**config.mk**
```make
export PLATFORM = sky130hd
export DESIGN_NAME = pc_out_arbiter_flat
export DESIGN_NICKNAME = d
export VERILOG_FILES = /design/src/rtl/pc_out_arbiter_if.sv /design/src/rtl/pc_out_arbiter.sv /design/src/flat_wrapper.sv
export SDC_FILE = /design/constraint.sdc
export NUM_CORES = 1
export LEC_CHECK = 0
export CAP_MARGIN = 20
export CORE_UTILIZATION = 35
export CTS_CLUSTER_DIAMETER = 200
export CTS_CLUSTER_SIZE = 8
export DETAILED_ROUTE_END_ITERATION = 10
export PLACE_DENSITY = 0.82
export SETUP_SLACK_MARGIN = 0.5
export SYNTH_ARGS = -nofsm -noshare
export SYNTH_HDL_FRONTEND = slang
export SYNTH_SLANG_ARGS = --single-unit
```
**constraint.sdc**
```tcl
create_clock -name clk -period 2.3 [get_ports clk]
set_input_delay 0.69 -clock clk [delete_from_list [all_inputs] [get_ports clk]]
set_output_delay 0.69 -clock clk [all_outputs]
set_load 0.005 [all_outputs]
```
**src/rtl/pc_out_arbiter_if.sv**
```systemverilog
// pc_out_arbiter_if: word-stream bundle between N_IN serialized sources and the PC-bound channel.
//   in_d/in_last/in_v/in_a : per-source packed words, end-of-packet flags, valids and acks
//   out_d/out_v/out_a      : merged output word, valid and downstream ack
//   master = sources + downstream sink, slave = arbiter
interface pc_out_arbiter_if #(
    parameter int N_IN = 3,
    parameter int NW   = 35
);
    logic [N_IN*NW-1:0] in_d;
    logic [N_IN-1:0]    in_last;
    logic [N_IN-1:0]    in_v;
    logic [N_IN-1:0]    in_a;
    logic [NW-1:0]      out_d;
    logic               out_v;
    logic               out_a;
    modport master (output in_d, in_last, in_v, out_a, input in_a, out_d, out_v);
    modport slave  (input in_d, in_last, in_v, out_a, output in_a, out_d, out_v);
endinterface

```
**src/rtl/pc_out_arbiter.sv**
```systemverilog
// pc_out_arbiter: weighted round-robin, packet-atomic merge of N_IN word sources onto one registered output.
//   clk, reset  : clock, asynchronous active-high reset
//   bus (slave) : per-source in_d/in_last/in_v/in_a, merged out_d/out_v/out_a
//   weights     : per-source packet quota (NQ bits each), 0 disables the source
//   busy        : a grant is active
//   grant_idx   : current/last granted source
//   Optional PC_OUT_ARB_STATS_EN adds stats_clr (sync clear) and pkt_count (N_IN x 16-bit saturating packet counters).
module pc_out_arbiter #(
    parameter int N_IN = 3,
    parameter int NW   = 35,
    parameter int NQ   = 4
) (
    input  logic                     clk,
    input  logic                     reset,
    pc_out_arbiter_if.slave          bus,
    input  logic [N_IN*NQ-1:0]       weights,
    output logic                     busy,
    output logic [$clog2(N_IN)-1:0]  grant_idx
`ifdef PC_OUT_ARB_STATS_EN
    ,
    input  logic                     stats_clr,
    output logic [N_IN*16-1:0]       pkt_count
`endif
);
    localparam int NG = $clog2(N_IN);
    typedef enum logic {IDLE, GRANT} state_t;
    state_t          r_state;
    logic [NG-1:0]   r_rr_ptr;
    logic [NG-1:0]   r_grant_idx;
    logic [NQ-1:0]   r_quota;
    logic            r_mid_pkt;
    logic [NW-1:0]   r_out_d;
    logic            r_out_v;
    logic            w_found;
    logic [NG-1:0]   w_win;
    int              w_j;
    logic            w_xfer;
    logic            w_last;
    logic [NQ-1:0]   w_qdec;
    logic [NG-1:0]   w_next;
    // Acks only flow to the granted source and only when the output register can accept a word.
    assign bus.in_a  = (r_state == GRANT && (!r_out_v || bus.out_a)) ? N_IN'(1) << r_grant_idx : '0;
    assign bus.out_d = r_out_d;
    assign bus.out_v = r_out_v;
    assign busy      = (r_state == GRANT);
    assign grant_idx = r_grant_idx;
    assign w_xfer    = bus.in_v[r_grant_idx] && bus.in_a[r_grant_idx];
    assign w_last    = bus.in_last[r_grant_idx];
    assign w_qdec    = r_quota - 1'b1;
    assign w_next    = (r_grant_idx == NG'(N_IN - 1)) ? '0 : r_grant_idx + 1'b1;
    // Walk candidates from the highest offset down so the one closest to rr_ptr is written last and wins.
    always_comb begin
        w_found = 1'b0;
        w_win   = '0;
        w_j     = 0;
        for (int k = N_IN - 1; k >= 0; k--) begin
            w_j = int'(r_rr_ptr) + k;
            w_j = (w_j >= N_IN) ? w_j - N_IN : w_j;
            if (bus.in_v[w_j] && weights[w_j*NQ +: NQ] != '0) begin
                w_found = 1'b1;
                w_win   = NG'(w_j);
            end
        end
    end
    always_ff @(posedge clk or posedge reset) begin
        if (reset) begin
            r_state     <= IDLE;
            r_rr_ptr    <= '0;
            r_grant_idx <= '0;
            r_quota     <= '0;
            r_mid_pkt   <= 1'b0;
            r_out_d     <= '0;
            r_out_v     <= 1'b0;
        end else begin
            if (w_xfer) begin
                r_out_d <= bus.in_d[r_grant_idx*NW +: NW];
                r_out_v <= 1'b1;
            end else if (bus.out_a) begin
                r_out_v <= 1'b0;
            end
            if (r_state == IDLE) begin
                if (w_found) begin
                    r_grant_idx <= w_win;
                    r_quota     <= weights[w_win*NQ +: NQ];
                    r_state     <= GRANT;
                end
            end else if (w_xfer) begin
                r_mid_pkt <= !w_last;
                if (w_last) begin
                    r_quota <= w_qdec;
                    if (w_qdec == '0) begin
                        r_state  <= IDLE;
                        r_rr_ptr <= w_next;
                    end
                end
            end else if (!r_mid_pkt && !bus.in_v[r_grant_idx]) begin
                // Source went quiet at a packet boundary: give others a turn.
                r_state  <= IDLE;
                r_rr_ptr <= w_next;
            end
        end
    end
`ifdef PC_OUT_ARB_STATS_EN
    logic [N_IN-1:0][15:0] r_cnt;
    assign pkt_count = r_cnt;
    always_ff @(posedge clk or posedge reset) begin
        if (reset) begin
            r_cnt <= '0;
        end else begin
            for (int i = 0; i < N_IN; i++) begin
                if (stats_clr)
                    r_cnt[i] <= '0;
                else if (w_xfer && w_last && r_grant_idx == NG'(i) && r_cnt[i] != 16'hFFFF)
                    r_cnt[i] <= r_cnt[i] + 16'd1;
            end
        end
    end
`endif
endmodule

```
**src/flat_wrapper.sv**
```systemverilog
// flat-port wrapper written by rule: the top's interface ports become plain ports
module pc_out_arbiter_flat 
#(
    parameter int N_IN = 3,
    parameter int NW   = 35,
    parameter int NQ   = 4
)
  (clk, reset, weights, busy, grant_idx, bus_in_d, bus_in_last, bus_in_v, bus_out_a, bus_in_a, bus_out_d, bus_out_v);
  pc_out_arbiter_if #(.N_IN(N_IN), .NW(NW)) bus_i ();
  input  logic clk;
  input  logic reset;
  input  logic [N_IN*NQ-1:0] weights;
  output logic busy;
  output logic [$clog2(N_IN)-1:0] grant_idx;
  input wire logic [$bits(bus_i.in_d)-1:0] bus_in_d;
  input wire logic [$bits(bus_i.in_last)-1:0] bus_in_last;
  input wire logic [$bits(bus_i.in_v)-1:0] bus_in_v;
  input wire logic [$bits(bus_i.out_a)-1:0] bus_out_a;
  output wire logic [$bits(bus_i.in_a)-1:0] bus_in_a;
  output wire logic [$bits(bus_i.out_d)-1:0] bus_out_d;
  output wire logic [$bits(bus_i.out_v)-1:0] bus_out_v;
  assign bus_i.in_d = bus_in_d;
  assign bus_i.in_last = bus_in_last;
  assign bus_i.in_v = bus_in_v;
  assign bus_i.out_a = bus_out_a;
  assign bus_in_a = bus_i.in_a;
  assign bus_out_d = bus_i.out_d;
  assign bus_out_v = bus_i.out_v;
  pc_out_arbiter #(.N_IN(N_IN), .NW(NW), .NQ(NQ)) u_core (.clk(clk), .reset(reset), .bus(bus_i), .weights(weights), .busy(busy), .grant_idx(grant_idx));
endmodule
```
* Yosys cells after proc, flatten, opt, wreduce, memory -nomap -nowiden
Cells that the tools add are included. Widths: inputs -> output; s select.
Storage, ports and cells: latch bits 0, RAM bits 0, memories kept 0, bits of input ports 126, memory bits (read-only) 0, register bits 46
Cells by class: add/subtract/negate cells 7, magnitude comparators 7, equality and inequality tests 5, shifts and indexed selects 6, div/mod/pow operators 0, reductions and logical operators 22, muxes and demuxes 42, $mul 1, bitwise gates (word level) 1
Operators with widths (count):
- $shiftx 105x9->35 | 1
- $lt 32x4->1 const B | 3
- $mux 32 | 3
- $shiftx 12x32->4 | 3
- $ge 32x3->1 const B | 2
- $sub 32x3->32 const B | 2
- $mux 1 | 20
- $mux 2 | 8
- $mux 4 | 4
- $bmux 1 s2 | 6
- $reduce_bool 4->1 | 3
- $shiftx 12x5->4 | 1
- $mul 2x6->8 const B | 1
- $ne 2x2->1 const B | 4
- $logic_and 1x1->1 | 6
- $reduce_bool 2->1 | 3
- $logic_not 1->1 | 4
- $logic_not 4->1 | 1
- $reduce_and 2->1 | 2
- $reduce_and 4->1 | 1
- $sub 4x1->4 const B | 1
- $add 2x1->3 const B | 1
- $add 2x2->3 const B | 1
- $lt 2x3->1 const B | 1
- 9 further kinds | 9

* Longest topological paths before layout
Gate-level depths: netlist (run 1).
depth in word-level cells 13, gate-level depth with buffers 10

* Least setup slack after synthesis (run 1)
No wires, ideal clock.
kind register to register, from register u_core.r_rr_ptr[1], to register u_core.r_quota[3], arrival time 2.254 ns, cell stages (with the launch flop) 9, clock period less this slack 2.380 ns, slack -0.080 ns, library setup time 0.126 ns, buffers on the path 0, cell sequence dfrtp_1 -> inv_1 -> ha_1 -> inv_1 -> o311a_2 -> o211ai_1 -> mux2_2 -> a22oi_1 -> a21oi_1
On the way: word-level cells in the longest chain between the ends 13, elaborated cells on any way between the ends 40
RTL lines:
- from (decl) | line pc_out_arbiter.sv:28 | logic [NG-1:0] r_rr_ptr;
- from (signal assigned) | line pc_out_arbiter.sv:93 | r_rr_ptr <= w_next;
- from (signal assigned) | line pc_out_arbiter.sv:99 | r_rr_ptr <= w_next;
- parallel branches: the longest is 13 deep, another holds $sub 32x3->32
- to (signal assigned) | line pc_out_arbiter.sv:84 | r_quota <= weights[w_win*NQ +: NQ];
- to (signal assigned) | line pc_out_arbiter.sv:90 | r_quota <= w_qdec;
- to (decl) | line pc_out_arbiter.sv:30 | logic [NQ-1:0] r_quota;
Several ways; the timed one is not identified. The select of a mux whose other input is x is not followed. A chain may end at the register's enable or synchronous reset.

* Worst setup path in the final report (run 1)
from input port weights[8], to register u_core.r_quota[0]
On the way: word-level cells in the longest chain between the ends 9, elaborated cells on any way between the ends 20
RTL lines:
- from (decl) | line flat_wrapper.sv:12 | input logic [N_IN*NQ-1:0] weights;
- $shiftx 12x32->4 | line pc_out_arbiter.sv:59 | if (bus.in_v[w_j] && weights[w_j*NQ +: NQ] != '0) begin
- $reduce_bool 4->1 | line pc_out_arbiter.sv:59
- $logic_and 1x1->1 | line pc_out_arbiter.sv:59
- $mux 2 (3 in series) | line pc_out_arbiter.sv:59
- $shiftx 12x5->4 | line pc_out_arbiter.sv:84
- $mux 4 | line pc_out_arbiter.sv:82 | if (w_found) begin
- $mux 4 | line pc_out_arbiter.sv:81 | if (r_state == IDLE) begin
Parallel ways exist; a longest one is shown, timed or not. The select of a mux whose other input is x is not followed.

==> results.md, run 1 <==
- Drt drc: 0
- Share of layout cells above drive strength 1: 29.4%
- Sink Count: 46
- MaxCap Viol Count: 0
- DR pass1 iterations: 5
- Startpoint types: primary input
- Crit path max fanout: 4
- CP Class: in2reg
- Commonest register cell after synthesis: dfrtp_1
- Die height: 94.1 um
- WL/cell: between 15 and 20 um
- Antenna violations before repair: 0
- Commonest non-fill, non-tap cell in the layout: clkdlybuf4s50_1
- Top-Level Pins: 168
- Mean Syn Cell Area: 8.47 um^2
- Fillers: 662
- Setup slack after layout: -0.180 ns
- Hold WC Path Type: reg2reg
- Max frequency: 0.403 GHz
- Max VDD drop: about 0.62 mV
- Buffers added on ports: ~170
- Cells after DPL: 634
- Starting Density: 36.2%
- Mapped Area: between 2000 and 3000 um^2
- Nets: 704
- Layout Area Growth over Synthesis: 88.8%
- Vias per cell: 5.31
- Grt total ovfl: 0
- Fin. Hold Viols: 0
- CP Data Arrival Time: 2.65 ns
- Leak pwr: 2.37 nW
- Seq/Total Area, Yosys: 38.7%
- Via count: 3592
- Setup Skew: 0.00627 ns
- Commonest non-fill, non-tap cells in the layout: 107 x clkdlybuf4s50_1, 67 x a21oi_1, 59 x nor2_1
- Yosys Warn Count: 0
- Core area: 8220 um^2
- First-pass GRT wire length: 16.2 mm
- Setup crit end kind: flip-flop
- Mapped Cells: about 350
- Skew-Pair Late Insertion Delay: 0.30 ns
- Setup violators final: 6
- Die X: 94.1 um
- Ant diodes: 0
- Worst relative slew slack: 72.7%
- Slew Viols, Final: 0
- Initial DRC Count: 88
- Status: finished with violations
- Routed wire length: 11.3 mm
- H-tree levels: 2
- Netlist cell types: 46
- Dpl ws: -0.713 ns
- Synthesis-stage register bit count: 46
- # rows: 33
- Non-Filler Instances: 677
- Reg clk slew, reported paths: about 0.090 ns
- Die area: 8860 um^2
- Final worst path period share: 108%
- Worst-margin pin slew: 0.409 ns
- Crit path required time: ~2.5 ns
- Largest net degree at the start of global routing: 42
- GP Congestion: 0.916
- Pwr dens: 1220 nW/um^2
- Number of global-route vias before repair: 3500
- Maximum buffer depth of the clock tree: 2
- Dpl hpwl: 7.77 mm
- Non-Filler Cell Area, Final: 5610 um^2
- Syn_nets: 484
- CTS Root Cell: clkbuf_8
- All-layer global routing usage: a little under a quarter
- TritonCTS buffer count: 5
- CTS tree: yes
- Setup TNS: -0.598 ns
- Detail Route Antenna Nets: 0
- Slack of the worst reg-to-reg path: -0.16 ns
- RSZ-0062 raised after global routing: true
- Post-DP Area: between 4000 and 5000 um^2
- Post-route minimum period: 2.48 ns
- Violated checks: negative setup slack
- Number of flops mapped to enable cells by yosys: 0
- Async SR Flop Fraction: 100%
[final cells by class]
type / instances / area, um^2 / area share, %
timing repair buffer: 235 / 2230 / 39.7
multi-input combinational: 274 / 1980 / 35.2
sequential: 46 / 1150 / 20.6
tap: 105 / 131 / 2.34
clock buffer: 6 / 72.6 / 1.29
inverter: 9 / 33.8 / 0.602
clock inverter: 2 / 13.8 / 0.245
[final timing paths]
| path | end | cells after the start | startpoint |
|---|---|---|---|
| setup / recovery | u_core.r_quota[0] | 8 | weights[8] |
| hold / removal | u_core.bus.out_d[34] | 2 | u_core.bus.out_d[34] |
| setup reg to reg | u_core.r_quota[0] | 10 | u_core.r_rr_ptr[0] |
| hold reg to reg | u_core.bus.out_d[34] | 2 | u_core.bus.out_d[34] |
| max in group asynchronous | u_core.bus.out_d[31] | 3 | reset |
| min in group asynchronous | u_core.bus.out_d[22] | 2 | reset |
[state kept, by name, indices dropped and copies added, names as in the netlist]
name	cells
u_core.bus.out_d	35
u_core.bus.out_v	1
u_core.busy	1
u_core.grant_idx	2
u_core.r_mid_pkt	1
u_core.r_quota	4
u_core.r_rr_ptr	2
[where the power goes]
group	total, mW	switching (mW)	internal [mW]
Combinational	4.85	2.41	2.45
Clock	0.480	0.266	0.215
Sequential	1.51	0.277	1.23
[cell usage after synthesis, types with 2 or more instances]
master / instances / area share, %
nor3_1: 5 / 0.84
mux2i_1: 37 / 12
nand3b_1: 2 / 0.51
nand2_1: 13 / 1.6
mux2_2: 6 / 2.3
nor3b_1: 2 / 0.51
nand2b_1: 2 / 0.42
a221oi_1: 2 / 0.59
buf_1: 5 / 0.63
o41a_1: 2 / 0.76
nand2_2: 2 / 0.42
nor2b_1: 2 / 0.42
buf_2: 3 / 0.51
inv_1: 9 / 1.1
clkbuf_1: 14 / 1.8
nor2_1: 80 / 10
o31ai_4: 2 / 1.4
o21ai_0: 7 / 1.2
dfrtp_1: 46 / 39
a21oi_1: 76 / 13
a22oi_1: 3 / 0.76
ha_1: 7 / 2.9
[through the flow]
step                total power [mW]  hold WS [ns]  utilization [%]
floorplan                       3.66         0.457                -
global placement                5.27         0.486             60.7
detailed placement              5.42         0.503             60.7
CTS                             6.23         0.521             64.8
global route                    7.30         0.562             68.3
finish                          6.84         0.530             68.3
[worst max-delay path, cell delays in order]
cell and delay [ns]:
dlygate4sd2_1 0.30, o41a_1 0.40, a22oi_2 0.26, nand2_2 0.13, o31ai_4 0.36, buf_4 0.18
mux2i_2 0.22, o22ai_1 0.12
[metal layers]
metal  global-route usage (%)  share of wire (%)
met1                     26.4                 37
met5                        0                  0
met2                     43.2                 52
met4                     7.95                3.3
met3                     5.83                8.0
[logic make-up after synthesis]
logic type               synth area share (%)
AO/OA/AOI/OAI                            22.5
adder cells (fa/ha/maj)                  2.95
flip-flops                               38.7
multiplexers                             14.7
XOR/XNOR                                0.295
buffers and inverters                    4.04
AND/OR/NAND/NOR                          16.8
[repair_timing]
item                                    in CTS  in global routing
setup buffers                               22                 10
gates cloned                                 1                  2
hold buffers                                 0                  0
pin swaps                                   25                 25
gates resized for setup                    134                 63
endpoints found under the setup margin      88                 34
No activity file was read; power rests on OpenSTA's default activity.
==> inputs of run 2 (changes only) <==
--- a/config.mk
+++ b/config.mk
@@ -5,12 +5,15 @@
 export SDC_FILE = /design/constraint.sdc
 export NUM_CORES = 1
 export LEC_CHECK = 0
+export ABC_CLOCK_PERIOD_IN_PS = 2300
 export CAP_MARGIN = 20
-export CORE_UTILIZATION = 35
+export CELL_PAD_IN_SITES_DETAIL_PLACEMENT = 0
+export CELL_PAD_IN_SITES_GLOBAL_PLACEMENT = 1
+export CORE_UTILIZATION = 24
 export CTS_CLUSTER_DIAMETER = 200
 export CTS_CLUSTER_SIZE = 8
 export DETAILED_ROUTE_END_ITERATION = 10
-export PLACE_DENSITY = 0.82
+export PLACE_DENSITY = 0.81
 export SETUP_SLACK_MARGIN = 0.5
 export SYNTH_ARGS = -nofsm -noshare
 export SYNTH_HDL_FRONTEND = slang
==> results.md, run 2 (same netlist as run 1, synthesis figures left out) <==
- Status: finished with violations
- Violated checks: negative setup slack
- # rows: 40 (+21%)
- CTS Hold Bufs: 0 (unchanged)
- Setup slack after layout: -0.132 ns (+0.0479 ns)
- DR pass1 iterations: 4 (-1)
- Die X: 113 um (+20%)
- Maximum buffer depth of the clock tree: 2 (unchanged)
- Initial DRC Count: 125 (+42%)
- Die height: 113 um (+20%)
- Worst relative slew slack: 63.8% (-8.9 points)
- Worst R2R Path Depth: 8 (-2)
- Top-Level Pins: 168 (unchanged)
- Reg clk slew, reported paths: 0.06 ns (-0.03 ns)
- Max VDD drop: 0.516 mV (-17%)
- Post-DP Area: 5080 um^2 (+1.9%)
- Leak pwr: 2.41 nW (+1.8%)
- Starting Density: 24.6% (-12 points)
- GP Congestion: 0.872 (-4.8%)
- Fillers: 1131 (+71%)
- Fin util: 50.2% (-18 points)
- Buffers added on ports: 167 (unchanged)
- Die area: 12800 um^2 (+45%)
- Post-route minimum period: 2.43 ns (-0.0479 ns)
- First-pass GRT wire length: 15.7 mm (-2.6%)
- Layout Area Growth over Synthesis: 104%
- Setup crit end kind: flip-flop
- Detail Route Antenna Nets: 0 (unchanged)
- Pwr dens: 1280 nW/um^2 (+4.8%)
- Drt drc: 0 (unchanged)
- Core area: 12100 um^2 (+47%)
- All-layer global routing usage: 15.2% (-8.4 points)
- CTS Root Cell: clkbuf_16
- Max frequency: 0.411 GHz (+2.0%)
- Non-Filler Instances: 732 (+8.1%)
- CP Data Arrival Time: 2.64 ns (about the same)
- Hold WC Path Type: reg2reg
- Number of global-route vias before repair: 3391 (-3.1%)
- Via count: 3447 (-4.0%)
- Non-Filler Cell Area, Final: 6050 um^2 (+7.9%)
- Final worst path period share: 106% (-2.1 points)
- MaxCap Viol Count: 0 (unchanged)
- Hold path depth: 2 (unchanged)
- Setup violators final: 7 (+1)
- Sink Count: 46 (unchanged)
- Slew Viols, Final: 0 (unchanged)
- Skew-Pair Late Insertion Delay: 0.28 ns (-0.02 ns)
- Share of layout cells above drive strength 1: 34.8% (+5.4 points)
- Routed wire length: 11.3 mm (+0.19%)
- Vias per cell: 4.71 (-11%)
- Antenna violations before repair: 0 (unchanged)
- Dpl hpwl: 7.54 mm (-2.9%)
- Fin. Hold Viols: 0 (unchanged)
- Setup Skew: 0.00347 ns (-0.00280 ns)
- WL/cell: 15.5 um (-7.3%)
- Crit path max fanout: 4 (unchanged)
- Startpoint types: primary input
- H-tree levels: 2 (unchanged)
- Nets: 697 (-0.99%)
- Flip-flop count of the largest register after layout: 35 (unchanged)
- Largest net degree at the start of global routing: 57 (+36%)
- Cells after DPL: 699 (+10%)
- Commonest non-fill, non-tap cell in the layout: clkdlybuf4s50_1
- RSZ-0062 raised after global routing: true
- CP Class: in2reg
- TritonCTS buffer count: 5 (unchanged)
- CTS tree: yes
- Commonest non-fill, non-tap cells in the layout: 111 x clkdlybuf4s50_1, 48 x a21oi_1, 44 x dfrtp_1
- Fin Hold WS: 0.545 ns (+0.0147 ns)
- Crit path required time: 2.50 ns (+0.03 ns)
- Grt total ovfl: 0 (unchanged)
- Ant diodes: 0 (unchanged)
- Worst-margin pin slew: 0.540 ns (+0.131 ns)
- Dpl ws: -0.722 ns (-0.00851 ns)
-- run 2: final timing paths --
kind                                          from                  end  slack (ns)
worst max-delay path                    weights[1]    u_core.r_quota[3]       -0.13
worst min-delay path              u_core.r_mid_pkt     u_core.r_mid_pkt        0.54
worst max register to register  u_core.r_rr_ptr[1]    u_core.r_quota[0]       -0.10
worst min register to register    u_core.r_mid_pkt     u_core.r_mid_pkt        0.54
max in group asynchronous                    reset  u_core.grant_idx[1]        1.25
min in group asynchronous                    reset   u_core.r_rr_ptr[0]        0.59
-- run 2: repair_timing --
action / CTS / global route
gates cloned: 0 / 7
pin swaps: 48 / 52
setup buffers: 13 / 6
gates resized for setup: 181 / 77
endpoints found under the setup margin: 88 / 50
-- run 2: layout make-up --
class                   instances  area, um^2  share of cell area (%)
clock inverters                 1        7.51                   0.124
inverters                       9        33.8                   0.558
well taps                     168         210                    3.47
flip-flops and latches         46        1150                    19.1
clock buffers                   6         129                    2.13
multi-input cells             274        2290                    37.8
repair buffers                228        2230                    36.9
-- run 2: metrics by stage --
stage | total power, mW | TNS, ns
finish | 7.74 | -0.709
global route | 8.30 | -0.993
CTS | 6.67 | -0.761
detailed placement | 5.42 | -14.29
global placement | 5.34 | -12.62
floorplan | 3.66 | -0.230
-- run 2: critical path: stages --
cell and delay (ns):
buf_6 0.09, or4_4 0.57, buf_6 0.15, a221o_1 0.32, and3_4 0.20, o31ai_4 0.28, o21ai_0 0.17, a21oi_1 0.17
-- run 2: routing by layer --
metal	wire [um]	track usage, %	share of wire (%)	vias to the layer above
met3	682	4.02	6.0	14
met2	5930	28.4	52	113
met1	4580	16.9	40	1660
met5	0	0	0	-
li1	-	-	-	1660
met4	142	4.39	1.3	0
-- run 2: report_power, final --
| group | switching [mW] | internal, mW | total [mW] |
|---|---|---|---|
| Clock | 0.284 | 0.397 | 0.680 |
| Sequential | 0.426 | 1.23 | 1.66 |
| Combinational | 2.66 | 2.74 | 5.40 |
